## src/rtl/mul_pkg.sv

```systemverilog
// Shared constants, control encodings and FSM state type for the
// sequential shift-add multiplier.
package mul_pkg;

  localparam int WIDTH = 32;

  localparam logic [4:0] CTRL_MULTU = 5'd0;
  localparam logic [4:0] CTRL_MULT  = 5'd1;

  typedef logic [1:0] state_t;

  localparam state_t S_IDLE = 2'd0;
  localparam state_t S_RUN  = 2'd1;
  localparam state_t S_DONE = 2'd2;

  function automatic logic ctrl_valid(input logic [4:0] c);
    return (c == CTRL_MULTU) || (c == CTRL_MULT);
  endfunction

endpackage

```

## src/rtl/mul_sign_adj.sv

```systemverilog
// Two's-complement conditional negate; yields an operand magnitude
// or applies the final sign to the product.
module mul_sign_adj #(
  parameter int W = 32
) (
  input  logic [W-1:0] i_data,
  input  logic         i_neg,
  output logic [W-1:0] o_data
);

  assign o_data = i_neg ? (~i_data + W'(1)) : i_data;

endmodule

```

## src/rtl/multiplier.sv

```systemverilog
// Radix-2 sequential multiplier: one multiplier bit per cycle through
// a single WIDTH-bit adder, signed mode via magnitude + final negate.
module multiplier #(
  parameter int WIDTH = mul_pkg::WIDTH
) (
  input  logic             clk,
  input  logic             rst,
  input  logic             start,
  input  logic [WIDTH-1:0] a,
  input  logic [WIDTH-1:0] b,
  input  logic [4:0]       ctrl,
  output logic [WIDTH-1:0] hi,
  output logic [WIDTH-1:0] lo,
  output logic             busy,
  output logic             done,
  output logic             err
);

  import mul_pkg::*;

  localparam int CW = $clog2(WIDTH);

  state_t             r_state;
  logic [CW-1:0]      r_count;
  logic [WIDTH-1:0]   r_mcand;
  logic [2*WIDTH-1:0] r_prod;
  logic               r_neg;
  logic [WIDTH-1:0]   r_hi;
  logic [WIDTH-1:0]   r_lo;
  logic               r_err;

  logic               w_sgn;
  logic               w_valid;
  logic [WIDTH-1:0]   w_mag_a;
  logic [WIDTH-1:0]   w_mag_b;
  logic [WIDTH-1:0]   w_addend;
  logic [WIDTH:0]     w_sum;
  logic [2*WIDTH-1:0] w_next;
  logic [2*WIDTH-1:0] w_res;
  logic               w_last;

  assign w_sgn   = (ctrl == CTRL_MULT);
  assign w_valid = ctrl_valid(ctrl);

  mul_sign_adj #(.W(WIDTH)) u_adj_a (
    .i_data (a),
    .i_neg  (w_sgn & a[WIDTH-1]),
    .o_data (w_mag_a)
  );

  mul_sign_adj #(.W(WIDTH)) u_adj_b (
    .i_data (b),
    .i_neg  (w_sgn & b[WIDTH-1]),
    .o_data (w_mag_b)
  );

  // Upper half accumulates; the multiplier shifts out of the low half.
  assign w_addend = r_prod[0] ? r_mcand : '0;
  assign w_sum    = {1'b0, r_prod[2*WIDTH-1:WIDTH]} + {1'b0, w_addend};
  assign w_next   = {w_sum, r_prod[WIDTH-1:1]};
  assign w_last   = (r_count == CW'(WIDTH-1));

  mul_sign_adj #(.W(2*WIDTH)) u_adj_p (
    .i_data (w_next),
    .i_neg  (r_neg),
    .o_data (w_res)
  );

  always_ff @(posedge clk or posedge rst) begin
    if (rst) begin
      r_state <= S_IDLE;
      r_count <= '0;
      r_mcand <= '0;
      r_prod  <= '0;
      r_neg   <= 1'b0;
      r_hi    <= '0;
      r_lo    <= '0;
      r_err   <= 1'b0;
    end else begin
      case (r_state)
        S_IDLE, S_DONE: begin
          if (start && w_valid) begin
            r_state <= S_RUN;
            r_count <= '0;
            r_mcand <= w_mag_a;
            r_prod  <= {{WIDTH{1'b0}}, w_mag_b};
            r_neg   <= w_sgn & (a[WIDTH-1] ^ b[WIDTH-1]);
          end else if (start) begin
            r_state <= S_DONE;
            r_hi    <= '0;
            r_lo    <= '0;
            r_err   <= 1'b1;
          end else begin
            r_state <= S_IDLE;
          end
        end
        S_RUN: begin
          r_prod  <= w_next;
          r_count <= r_count + CW'(1);
          if (w_last) begin
            r_state <= S_DONE;
            r_hi    <= w_res[2*WIDTH-1:WIDTH];
            r_lo    <= w_res[WIDTH-1:0];
            r_err   <= 1'b0;
          end
        end
        default: r_state <= S_IDLE;
      endcase
    end
  end

  assign hi   = r_hi;
  assign lo   = r_lo;
  assign err  = r_err;
  assign busy = (r_state == S_RUN);
  assign done = (r_state == S_DONE);

endmodule

```

## config.mk

```make
export PLATFORM = sky130hd
export DESIGN_NAME = multiplier
export DESIGN_NICKNAME = d
export VERILOG_FILES = /design/src/rtl/mul_pkg.sv /design/src/rtl/mul_sign_adj.sv /design/src/rtl/multiplier.sv
export SDC_FILE = /design/constraint.sdc
export NUM_CORES = 1
export LEC_CHECK = 0
export BUFFER_PORTS_ARGS = -buffer_cell sky130_fd_sc_hd__buf_2
export CORE_ASPECT_RATIO = 0.6
export CORE_MARGIN = 2
export CORE_UTILIZATION = 55
export CTS_BUF_LIST = sky130_fd_sc_hd__clkbuf_8
export CTS_CLUSTER_SIZE = 28
export DETAILED_ROUTE_END_ITERATION = 8
export PLACE_DENSITY = 0.79
export SLEW_MARGIN = 30
export SYNTH_ARGS = -nofsm -noshare
export SYNTH_HDL_FRONTEND = slang
export SYNTH_HIERARCHICAL = 1
export SYNTH_SLANG_ARGS = --single-unit
```

## constraint.sdc

```tcl
create_clock -name clk -period 7 [get_ports clk]
set_clock_uncertainty 0.2 [all_clocks]
set_input_delay 0.7 -clock clk [delete_from_list [all_inputs] [get_ports clk]]
set_output_delay 0.7 -clock clk [all_outputs]
set_load 0.1 [all_outputs]
```

==> metrics.cfg, run 1 <==
[route]
viasPerCell=6.33
routedWlPerCell_um=20.1
finalWirelength_um=31700
first_pass_iters=5
ant_nets=0
vias=9982
drtIter0Drc=908
drc=0

[synth]
ys_ff_latch=169
synth_fp_nets=1301
async_flop_share_pct=100
yosysWarnings=6
synth_flop_cell=dfrtp_1
netlist_area_sq_um=11700
post_synth.cell_area_avg_sq_um=9.83
yosysUniqueCellTypes=76
synth_edf_count=0
syn_inst=1191
synth_seq_area_share_pct=36.1

[placed_design]
port_buffers=138
dp_hpwl_um=23000
placed_area_sq_um=12500
gp_congestion=0.896

[timing]
post-route-period-util_pct=76.1
tightest_slew_ns=0.834
rsz0062_at_grt=false
hold_violations=0
clock.fmax_mhz=188
relSlewSlack_pct=44.4
finalSetupTns_ns=0
setup_viol_count_final=0
period_needed_ns=5.33
finalMaxSlewViolations=0

[flow_run]
cap_violations=0

[pwr]
max-vdd-ir-drop_mv=0.156
switching_share_pct=42.8
p_per_area_nw_per_um2=299
pwr-share-seq_pct=36.1
p_int_uw=2220
clkPwrFrac_pct=19.7
comb_power_share_pct=44.2
power_switching_uw=1660
p_leak_uw=0.00576

[die]
core_sq_um=20900
rows=41
die_x_um=192
io_pins=139
die-area_sq_um=22500
dieHeight_um=117
start_util_pct=55.9

[final_layout]
nNetsFinal=1395
postLayoutCoreUtil_pct=62.0
area_delta_synth_final_pct=10.9
drive_gt1_share_pct=21.7
diodes=0
final_common_cell=dfrtp_1
mostFrequentLayoutCells=168 x dfrtp_1, 141 x xnor2_1, 138 x buf_2
final_area_sq_um=13000

[worst_setup_path]
critical_path_peak_fanout=33
end_kind=register
path_class=reg -> reg
cp-start-kind=register
required_ns=7.18
arrival_ns=5.50

[grt]
grt_pass1_vias=9035
grt_pass1_wl_um=49900
grt_max_degree=101
antenna_found_initial=1
grt-ovfl-total=0
grt_use_total_pct=28.8

[run_status]
outcome=finished clean

[clocking]
h-tree-depth=4
clkLatencyLatePin_ns=0.49
cts_tree=done
clock-root-buffer=clkbuf_8
clkSinkCount=169
clkTransAtPathRegs_ns=0.10
ctsHoldBuffers=0
post_cts_resized=0
cts_made_buffers=17
clock_path_buffers=2
post_cts_buffers=0

[min_path]
worstHoldPathType=in -> reg

kinds of logic after synthesis:
family / synth area share, %
compound gates: 21.9
xor+xnor: 11.4
fa+ha+maj: 4.13
buf+inv: 3.25
flops: 36.1
mux: 5.82
simple gates: 17.3
power groups by stage:
stage	Clock [uW]	Combinational [uW]	Sequential, uW
6_report	763	1710	1400
5_1_grt	818	1870	1430
4_1_cts	776	1680	1390
3_5_place_dp	0	1660	1410
3_3_place_gp	0	1640	1400
2_1_floorplan	0	1300	1330
flip-flops by register name (all words and copies together), names as in the netlist:
signal,cells
r_prod,64
lo,32
err,1
r_mcand,32
r_state,2
r_neg,1
r_count,5
hi,32
synthesized netlist by cell type (32+ instances only):
cell	n	area share, %
dfrtp_1	169	36
and2_1	34	1.8
a21oi_1	32	1.4
clkbuf_1	50	1.6
o31ai_1	38	2.4
mux2_2	32	3.1
ha_1	37	4.0
a22o_1	87	6.5
mux2i_1	32	2.7
xnor2_1	141	11
nand2_1	110	3.5
o21ai_0	83	3.5
worst paths after layout:
check                                 startpoint                      to  slack [ns]  depth (start not counted)
max reg2reg                r_prod[0]$_DFFE_PP0P_      hi[31]$_DFFE_PP0P_        1.67                         16
min in group asynchronous                    rst       lo[4]$_DFFE_PP0P_        0.51                          3
min                                      ctrl[0]       r_neg$_DFFE_PP0P_        0.28                          3
min reg2reg                      err$_DFFE_PP0P_         err$_DFFE_PP0P_        0.29                          1
max                        r_prod[0]$_DFFE_PP0P_      hi[31]$_DFFE_PP0P_        1.67                         16
max in group asynchronous                    rst  r_mcand[0]$_DFFE_PP0P_        5.09                          4
critical path, stage by stage, from the launching register on:
cell and delay, ns:
dfrtp_1 0.80, and2_1 0.23, ha_1 0.17, inv_1 0.06
fa_1 0.39, nand2b_1 0.18, a21oi_1 0.31, o21ai_2 0.19
a31oi_1 0.42, a21oi_1 0.15, xnor2_1 0.22, or4_4 0.58
or3_1 0.36, or4_1 0.41, o31ai_1 0.25, xnor2_1 0.10
a22o_1 0.21
layout make-up:
cell class                      instances  area, sq um
Multi-Input combinational cell        930         7110
Sequential cell                       169         4230
Fill cell                            1804         7960
Clock buffer                           18          248
Inverter                               20         80.1
Tap cell                              279          349
Timing Repair Buffer                  147          788
Clock inverter                         14          171
through the flow:
step | hold slack, ns | worst slack, ns | total power, uW | instances
global placement | 0.263 | 1.91 | 3040 | 1543
detailed placement | 0.265 | 1.71 | 3080 | 1543
CTS | 0.198 | 1.68 | 3850 | 1575
global route | 0.264 | 1.27 | 4120 | 1577
finish | 0.276 | 1.67 | 3870 | 1577
floorplan | 0.248 | 1.52 | 2630 | 1191
per-layer routing:
layer / share of wire [%] / GRT usage, % / vias up
met3: 7.3 / 6.14 / 39
met2: 41 / 39.9 / 370
li1: - / - / 4621
met4: 1.4 / 7.28 / 0
met5: 0 / 0 / -
met1: 50 / 45.2 / 4952
(Power assumes the default switching activity.)
==> run 2, diff against run 1 <==
ABC_AREA = 1   (was default)
PLACE_DENSITY = 0.81   (was 0.79)
clock period = 4.6 ns   (was 7 ns; I/O delays follow)
==> metrics.cfg, run 2 <==
[synth]
synth_seq_area_share_pct=29.5  ; -6.6 points
async_flop_share_pct=100  ; unchanged
ys_ff_latch=169  ; unchanged
yosys-top-cells-count=879 x nand2_1, 281 x inv_1, 243 x nor2_1, 236 x nand3_1, 169 x dfrtp_1
synth_compound_area_share_pct=6.33  ; -16 points
yosysTopAreaCellShare_pct=29.5  ; -6.6 points
synth_area_leaders=dfrtp_1 30%, nand2_1 23%, nand3_1 8.2%, inv_1 7.4%, nor2_1 6.4%
yosysUniqueCellTypes=46  ; -39%
synth_top_family_by_area=simple AND/OR/NAND/NOR gates
post_synth.cell_area_avg_sq_um=6.25  ; -36%
yosysTopAreaCell=dfrtp_1
netlist_area_sq_um=14300  ; +22%
synth_flop_cell=dfrtp_1
synth_edf_count=0  ; unchanged
muxShareOfSynthArea_pct=0  ; -5.8 points
yosys.area_share.xor_xnor_pct=4.76  ; -6.7 points
synth_fp_nets=2401  ; +85%
syn_inst=2291  ; +92%
yosysWarnings=6  ; unchanged
synth-simple-area-share_pct=45.6  ; +28 points
synth_fa_ha_area_share_pct=3.37  ; -0.75 points
synth.most_common_cell=nand2_1

[timing]
relSlewSlack_pct=37.4  ; -6.9 points
clock.fmax_mhz=242  ; +29%
period_needed_ns=4.13  ; -1.19 ns
finalSetupTns_ns=0  ; unchanged
setup_viol_count_final=0  ; unchanged
rsz0062_at_grt=false
tightest_slew_ns=0.937  ; +0.103 ns
hold_violations=0  ; unchanged
post-route-period-util_pct=89.8  ; +14 points
finalMaxSlewViolations=0  ; unchanged
layout_setup_ws_ns=0.468  ; -1.21 ns

[clocking]
post_cts_resized=0  ; unchanged
clkLatencyLatePin_ns=0.51  ; +0.02 ns
h-tree-depth=4  ; unchanged
clkSinkCount=169  ; unchanged
clock_path_buffers=2  ; unchanged
clock-root-buffer=clkbuf_8
ctsHoldBuffers=1  ; +1
post_cts_buffers=0  ; unchanged
cts_tree=done
clkTransAtPathRegs_ns=0.10  ; about the same
cts_made_buffers=17  ; unchanged

[worst_setup_path]
ff2ff_path_depth=23  ; +7
crit_path_top_delay_cell=fa_1
r2r-end=hi[21]$_DFFE_PP0P_
end_kind=register
critPathCapture=hi[21]$_DFFE_PP0P_
cpPeakStageDelay_ns=0.40  ; -0.40 ns
required_ns=4.83  ; -2.35 ns
worst-path-buf-inv=4  ; +3
path_delay_family=simple AND/OR/NAND/NOR gates
startpoint=r_prod[0]$_DFFE_PP0P_
path_class=reg -> reg
crit_path_frequent_cell=nand2_1
r2r_slack_ns=0.47  ; -1.21 ns
worstPathCellList=buf_4 > nand2_1 > inv_1 > ha_1 > inv_1 > fa_1 > inv_1 > nand3_1 > nand3_1 > nand2_1 > nand2_1 > nand2_1 > nand2_1 > xor2_1 > nor2_1 > nand2_1 > nor2_1 > nand2_1 > o21ai_0 > nand3_1 > nand2_1 > nand3_1 > nand2_1
critical_path_peak_fanout=32  ; -3.0%
arrival_ns=4.36  ; -1.14 ns
cp.depth=23  ; +7
r2r_start=r_prod[0]$_DFFE_PP0P_
cp-start-kind=register

[placed_design]
port_buffers=138  ; unchanged
pre_cts_ws_ns=0.654  ; -1.05 ns
gp_congestion=0.994  ; +11%
dp.cells=2722  ; +76%
dp_hpwl_um=37200  ; +62%

[final_layout]
ff_latch_area_sq_um=4230  ; about the same
drive_gt1_share_pct=12.0  ; -9.7 points
mostFrequentLayoutCells=877 x nand2_1, 281 x inv_1, 241 x nor2_1
diodes=0  ; unchanged
final_common_cell=nand2_1
nFillCells=2487  ; +38%
multi_input_area_sq_um=8630  ; +21%
area_delta_synth_final_pct=9.52
largest_reg_flops=64  ; unchanged
fin_cells=2756  ; +75%
regMostFlops=r_prod
nNetsFinal=2502  ; +79%

[grt]
grt_use_total_pct=35.4  ; +6.7 points
grt_pass1_wl_um=74000  ; +48%
grt-ovfl-total=0  ; unchanged
grt_pass1_vias=13300  ; +47%
antenna_found_initial=0  ; -1
grt_max_degree=170  ; +68%

[min_path]
worstHoldPathType=in -> reg
hp-start=a[5]

[pwr]
power_uw=6830  ; +76%
max-vdd-ir-drop_mv=0.299  ; +92%
p_leak_uw=0.00906  ; +57%
p_per_area_nw_per_um2=436  ; +46%

[route]
ant_nets=0  ; unchanged
finalWirelength_um=48200  ; +52%
drc=0  ; unchanged
drtIter0Drc=1878  ; +110%
wl_met2_um=17200  ; +32%
routedWlPerCell_um=17.5  ; -13%
top_layer=met4
wl_met3_um=6820  ; +190%
viasPerCell=5.53  ; -13%
drt-met1-wl_um=23700  ; +49%
first_pass_iters=5  ; unchanged
vias=15200  ; +53%

[die]
die-area_sq_um=27400  ; +22%
die_x_um=212  ; +10%
io_pins=139  ; unchanged
dieHeight_um=129  ; +10%
core_sq_um=25400  ; +22%
rows=45  ; +9.8%
start_util_pct=56.3  ; +0.36 points

[run_status]
outcome=finished clean

[flow_run]
cap_violations=0  ; unchanged

[run 2: changes by cell type in the layout (fill, tap and decap cells not counted), moves of 41 or more]
| cell | delta |
|---|---|
| xnor2_1 | -109 |
| a22o_1 | -79 |
| inv_1 | +263 |
| nand3_1 | +211 |
| o21ai_0 | -41 |
| nand2_1 | +767 |
| nor2_1 | +214 |
[run 2: logic make-up (layout without fill, tap and decap cells)]
group | count (synthesis) | count (layout)
XOR/XNOR | 77 | 77
AO/OA/AOI/OAI | 135 | 135
AND/OR/NAND/NOR | 1504 | 1504
buffers and inverters | 368 | 481
adder cells (fa/ha/maj) | 38 | 38
flip-flops | 169 | 169
[run 2: through the flow]
step	utilization (%)	hold WS (ns)	instance area [sq um]
3_3_place_gp	59.9	0.252	15200
3_5_place_dp	59.9	0.260	15200
2_1_floorplan	-	0.242	14300
6_report	61.6	0.0999	15700
5_1_grt	61.6	0.0851	15700
4_1_cts	61.5	0.0627	15600
[run 2: layout make-up]
cell class,count,share of cell area [%]
clock inverter,14,1.04
clock buffer,17,1.49
multi-input combinational,1754,55.0
sequential,169,27.0
tap,352,2.81
timing repair buffer,158,5.60
inverter,292,7.09
[run 2: worst register-to-register path, stage by stage (launching register included)]
cell	delay, ns
dfrtp_1	0.36
buf_4	0.32
nand2_1	0.12
inv_1	0.08
ha_1	0.16
inv_1	0.05
fa_1	0.40
inv_1	0.09
nand3_1	0.07
nand3_1	0.14
nand2_1	0.07
nand2_1	0.20
nand2_1	0.08
nand2_1	0.16
xor2_1	0.22
nor2_1	0.19
nand2_1	0.11
nor2_1	0.20
nand2_1	0.08
o21ai_0	0.32
nand3_1	0.12
nand2_1	0.09
nand3_1	0.12
nand2_1	0.13
[run 2: how the worst min path moves through the flow]
stage                                   end  slack [ns]  cells past startpoint
finish               r_mcand[5]$_DFFE_PP0P_         0.1                      4
detailed placement  r_mcand[12]$_DFFE_PP0P_        0.26                      2
floorplan            r_mcand[0]$_DFFE_PP0P_        0.24                      2
global placement            err$_DFFE_PP0P_        0.25                      2
global route         r_mcand[7]$_DFFE_PP0P_        0.09                      4
CTS                 r_mcand[15]$_DFFE_PP0P_        0.06                      3
[run 2: report_power, final]
part | internal, uW | leakage (uW) | switching (uW) | total [uW]
combinational | 1110 | 0.00667 | 2490 | 3600
sequential | 1780 | 0.00219 | 336 | 2110
clock | 495 | 0.000208 | 621 | 1120
total | 3380 | 0.00906 | 3450 | 6830
[run 2: routing by layer]
layer	track usage, %	vias to the layer above
met2	43.2	819
met3	11.5	37
met4	6.83	0
met1	58.3	7053
met5	0	-
li1	-	7335
==> run 3, diff against run 2 <==
RECOVER_POWER = 50   (was default)
==> metrics.cfg, run 3 (synthesis gave the netlist of run 2 again) <==
[clocking]
post_cts_buffers=0  ; unchanged
cts_made_buffers=17  ; unchanged
clkLatencyLatePin_ns=0.51  ; about the same
clkTransAtPathRegs_ns=0.10  ; about the same
ctsHoldBuffers=1  ; unchanged
clock-root-buffer=clkbuf_8
post_cts_resized=0  ; unchanged
clkSinkCount=169  ; unchanged
cts_tree=done
h-tree-depth=4  ; unchanged
clock_path_buffers=2  ; unchanged

[timing]
clock.fmax_mhz=240  ; -0.71%
tightest_slew_ns=2.34  ; +1.41 ns
relSlewSlack_pct=-56.3  ; -94 points
period_needed_ns=4.16  ; +0.0294 ns
rsz0062_at_grt=false
finalSetupTns_ns=0  ; unchanged
post-route-period-util_pct=90.5  ; +0.64 points
finalMaxSlewViolations=97  ; +97
hold_violations=0  ; unchanged
setup_viol_count_final=0  ; unchanged

[worst_setup_path]
r2r_slack_ns=0.44  ; -0.03 ns
worst-path-buf-inv=4  ; unchanged
critical_path_peak_fanout=32  ; unchanged
ff2ff_path_depth=24  ; +4.3%
path_class=reg -> reg
crit_path_top_delay_cell=xor2_1
required_ns=4.84  ; about the same
cp-start-kind=register
worstPathCellList=buf_4 > nand2_1 > inv_1 > ha_1 > inv_1 > fa_1 > inv_1 > nand3_1 > nand3_1 > nand2_1 > nand2_1 > nand2_1 > nand2_1 > xor2_1 > nor2_1 > nand3_1 > nor2_1 > nand4_1 > nand2_1 > nand2_1 > nand2_1 > nand2_1 > nand3_1 > nand2_1
path_delay_family=simple AND/OR/NAND/NOR gates
r2r-end=hi[22]$_DFFE_PP0P_
arrival_ns=4.40  ; +0.04 ns
end_kind=register
crit_path_frequent_cell=nand2_1
r2r_start=r_prod[0]$_DFFE_PP0P_
cpPeakStageDelay_ns=0.52  ; +0.12 ns

[final_layout]
area_delta_synth_final_pct=8.98
final_area_sq_um=15600  ; -0.49%
mostFrequentLayoutCells=877 x nand2_1, 281 x inv_1, 241 x nor2_1
diodes=0  ; unchanged
largest_reg_flops=64  ; unchanged
regMostFlops=r_prod
fin_cells=2756  ; unchanged
nNetsFinal=2502  ; unchanged
final_common_cell=nand2_1
drive_gt1_share_pct=10.6  ; -1.4 points

[pwr]
p_leak_uw=0.00890  ; -1.8%
p_per_area_nw_per_um2=437  ; +0.39%
power_uw=6830  ; -0.10%
max-vdd-ir-drop_mv=0.299  ; +0.27%

[route]
first_pass_iters=6  ; +1
finalWirelength_um=48300  ; +0.28%
drtIter0Drc=1923  ; +2.4%
drc=0  ; unchanged
routedWlPerCell_um=17.5  ; +0.28%
vias=15400  ; +0.75%
viasPerCell=5.57  ; +0.75%
ant_nets=0  ; unchanged

[grt]
grt_use_total_pct=35.4  ; unchanged
antenna_found_initial=0  ; unchanged
grt_pass1_vias=13300  ; unchanged
grt-ovfl-total=0  ; unchanged
grt_pass1_wl_um=74000  ; unchanged
grt_max_degree=170  ; unchanged

[min_path]
holdPathStages=4  ; unchanged
worstHoldPathType=in -> reg
hp-start=a[5]
holdPathEnd=r_mcand[5]$_DFFE_PP0P_

[die]
dieHeight_um=129  ; unchanged
start_util_pct=56.3  ; unchanged
rows=45  ; unchanged
die_x_um=212  ; unchanged
die-area_sq_um=27400  ; unchanged
core_sq_um=25400  ; unchanged
io_pins=139  ; unchanged

[placed_design]
port_buffers=138  ; unchanged
dp.cells=2722  ; unchanged
dp_hpwl_um=37200  ; unchanged
placed_area_sq_um=15200  ; unchanged
gp_congestion=0.994  ; unchanged

[flow_run]
cap_violations=1  ; +1

[run_status]
violations=max-capacitance violations, max-slew violations
outcome=complete, but fails checks

## run 3: cell types whose count changed in the layout (fill, tap and decap cells not counted)
cell,previous run,this run
buf_12,1,0
buf_16,1,0
buf_2,138,104
clkbuf_1,0,34
clkbuf_2,0,1
clkbuf_4,0,1
## run 3: power breakdown
group	switching [uW]	internal, uW
registers	339	1780
clock network	620	494
logic	2490	1110
total	3440	3380
## run 3: how the worst max path moves through the flow
stage,start,cells past startpoint,to,slack [ns]
5_1_grt,r_prod[0]$_DFFE_PP0P_,24,hi[21]$_DFFE_PP0P_,0.14
4_1_cts,r_prod[0]$_DFFE_PP0P_,23,hi[21]$_DFFE_PP0P_,0.61
3_3_place_gp,r_prod[0]$_DFFE_PP0P_,24,hi[21]$_DFFE_PP0P_,0.72
2_1_floorplan,r_prod[0]$_DFFE_PP0P_,26,hi[29]$_DFFE_PP0P_,1.24
6_report,r_prod[0]$_DFFE_PP0P_,24,hi[22]$_DFFE_PP0P_,0.44
3_5_place_dp,r_prod[0]$_DFFE_PP0P_,24,hi[29]$_DFFE_PP0P_,0.65
## run 3: per-layer routing
metal  up-vias  wire, um  GRT usage [%]
met5         -         0              0
met4         0       445           6.83
met3        36      6950           11.5
met2       847     17300           43.2
met1      7154     23600           58.3
li1       7322         -              -
## run 3: per-stage QoR
stage	setup WS (ns)	util, %	hold WS [ns]
final	0.439	61.3	0.100
after global routing	0.135	61.3	0.0851
after CTS	0.611	61.5	0.0627
after detailed placement	0.654	59.9	0.260
after global placement	0.717	59.9	0.252
after floorplan	1.24	-	0.242
## run 3: worst min-delay path, delay by kind of cell
kind                   cells  cell delay, ns
XOR/XNOR                   1            0.07
buffers and inverters      1            0.11
AND/OR/NAND/NOR            2            0.12
## run 3: final cells by class
type	instances	area (sq um)
fill	2504	9840
multi-input combinational	1754	8630
sequential	169	4230
inverter	292	1110
timing repair buffer	158	801
tap	352	440
clock buffer	17	234
clock inverter	14	164
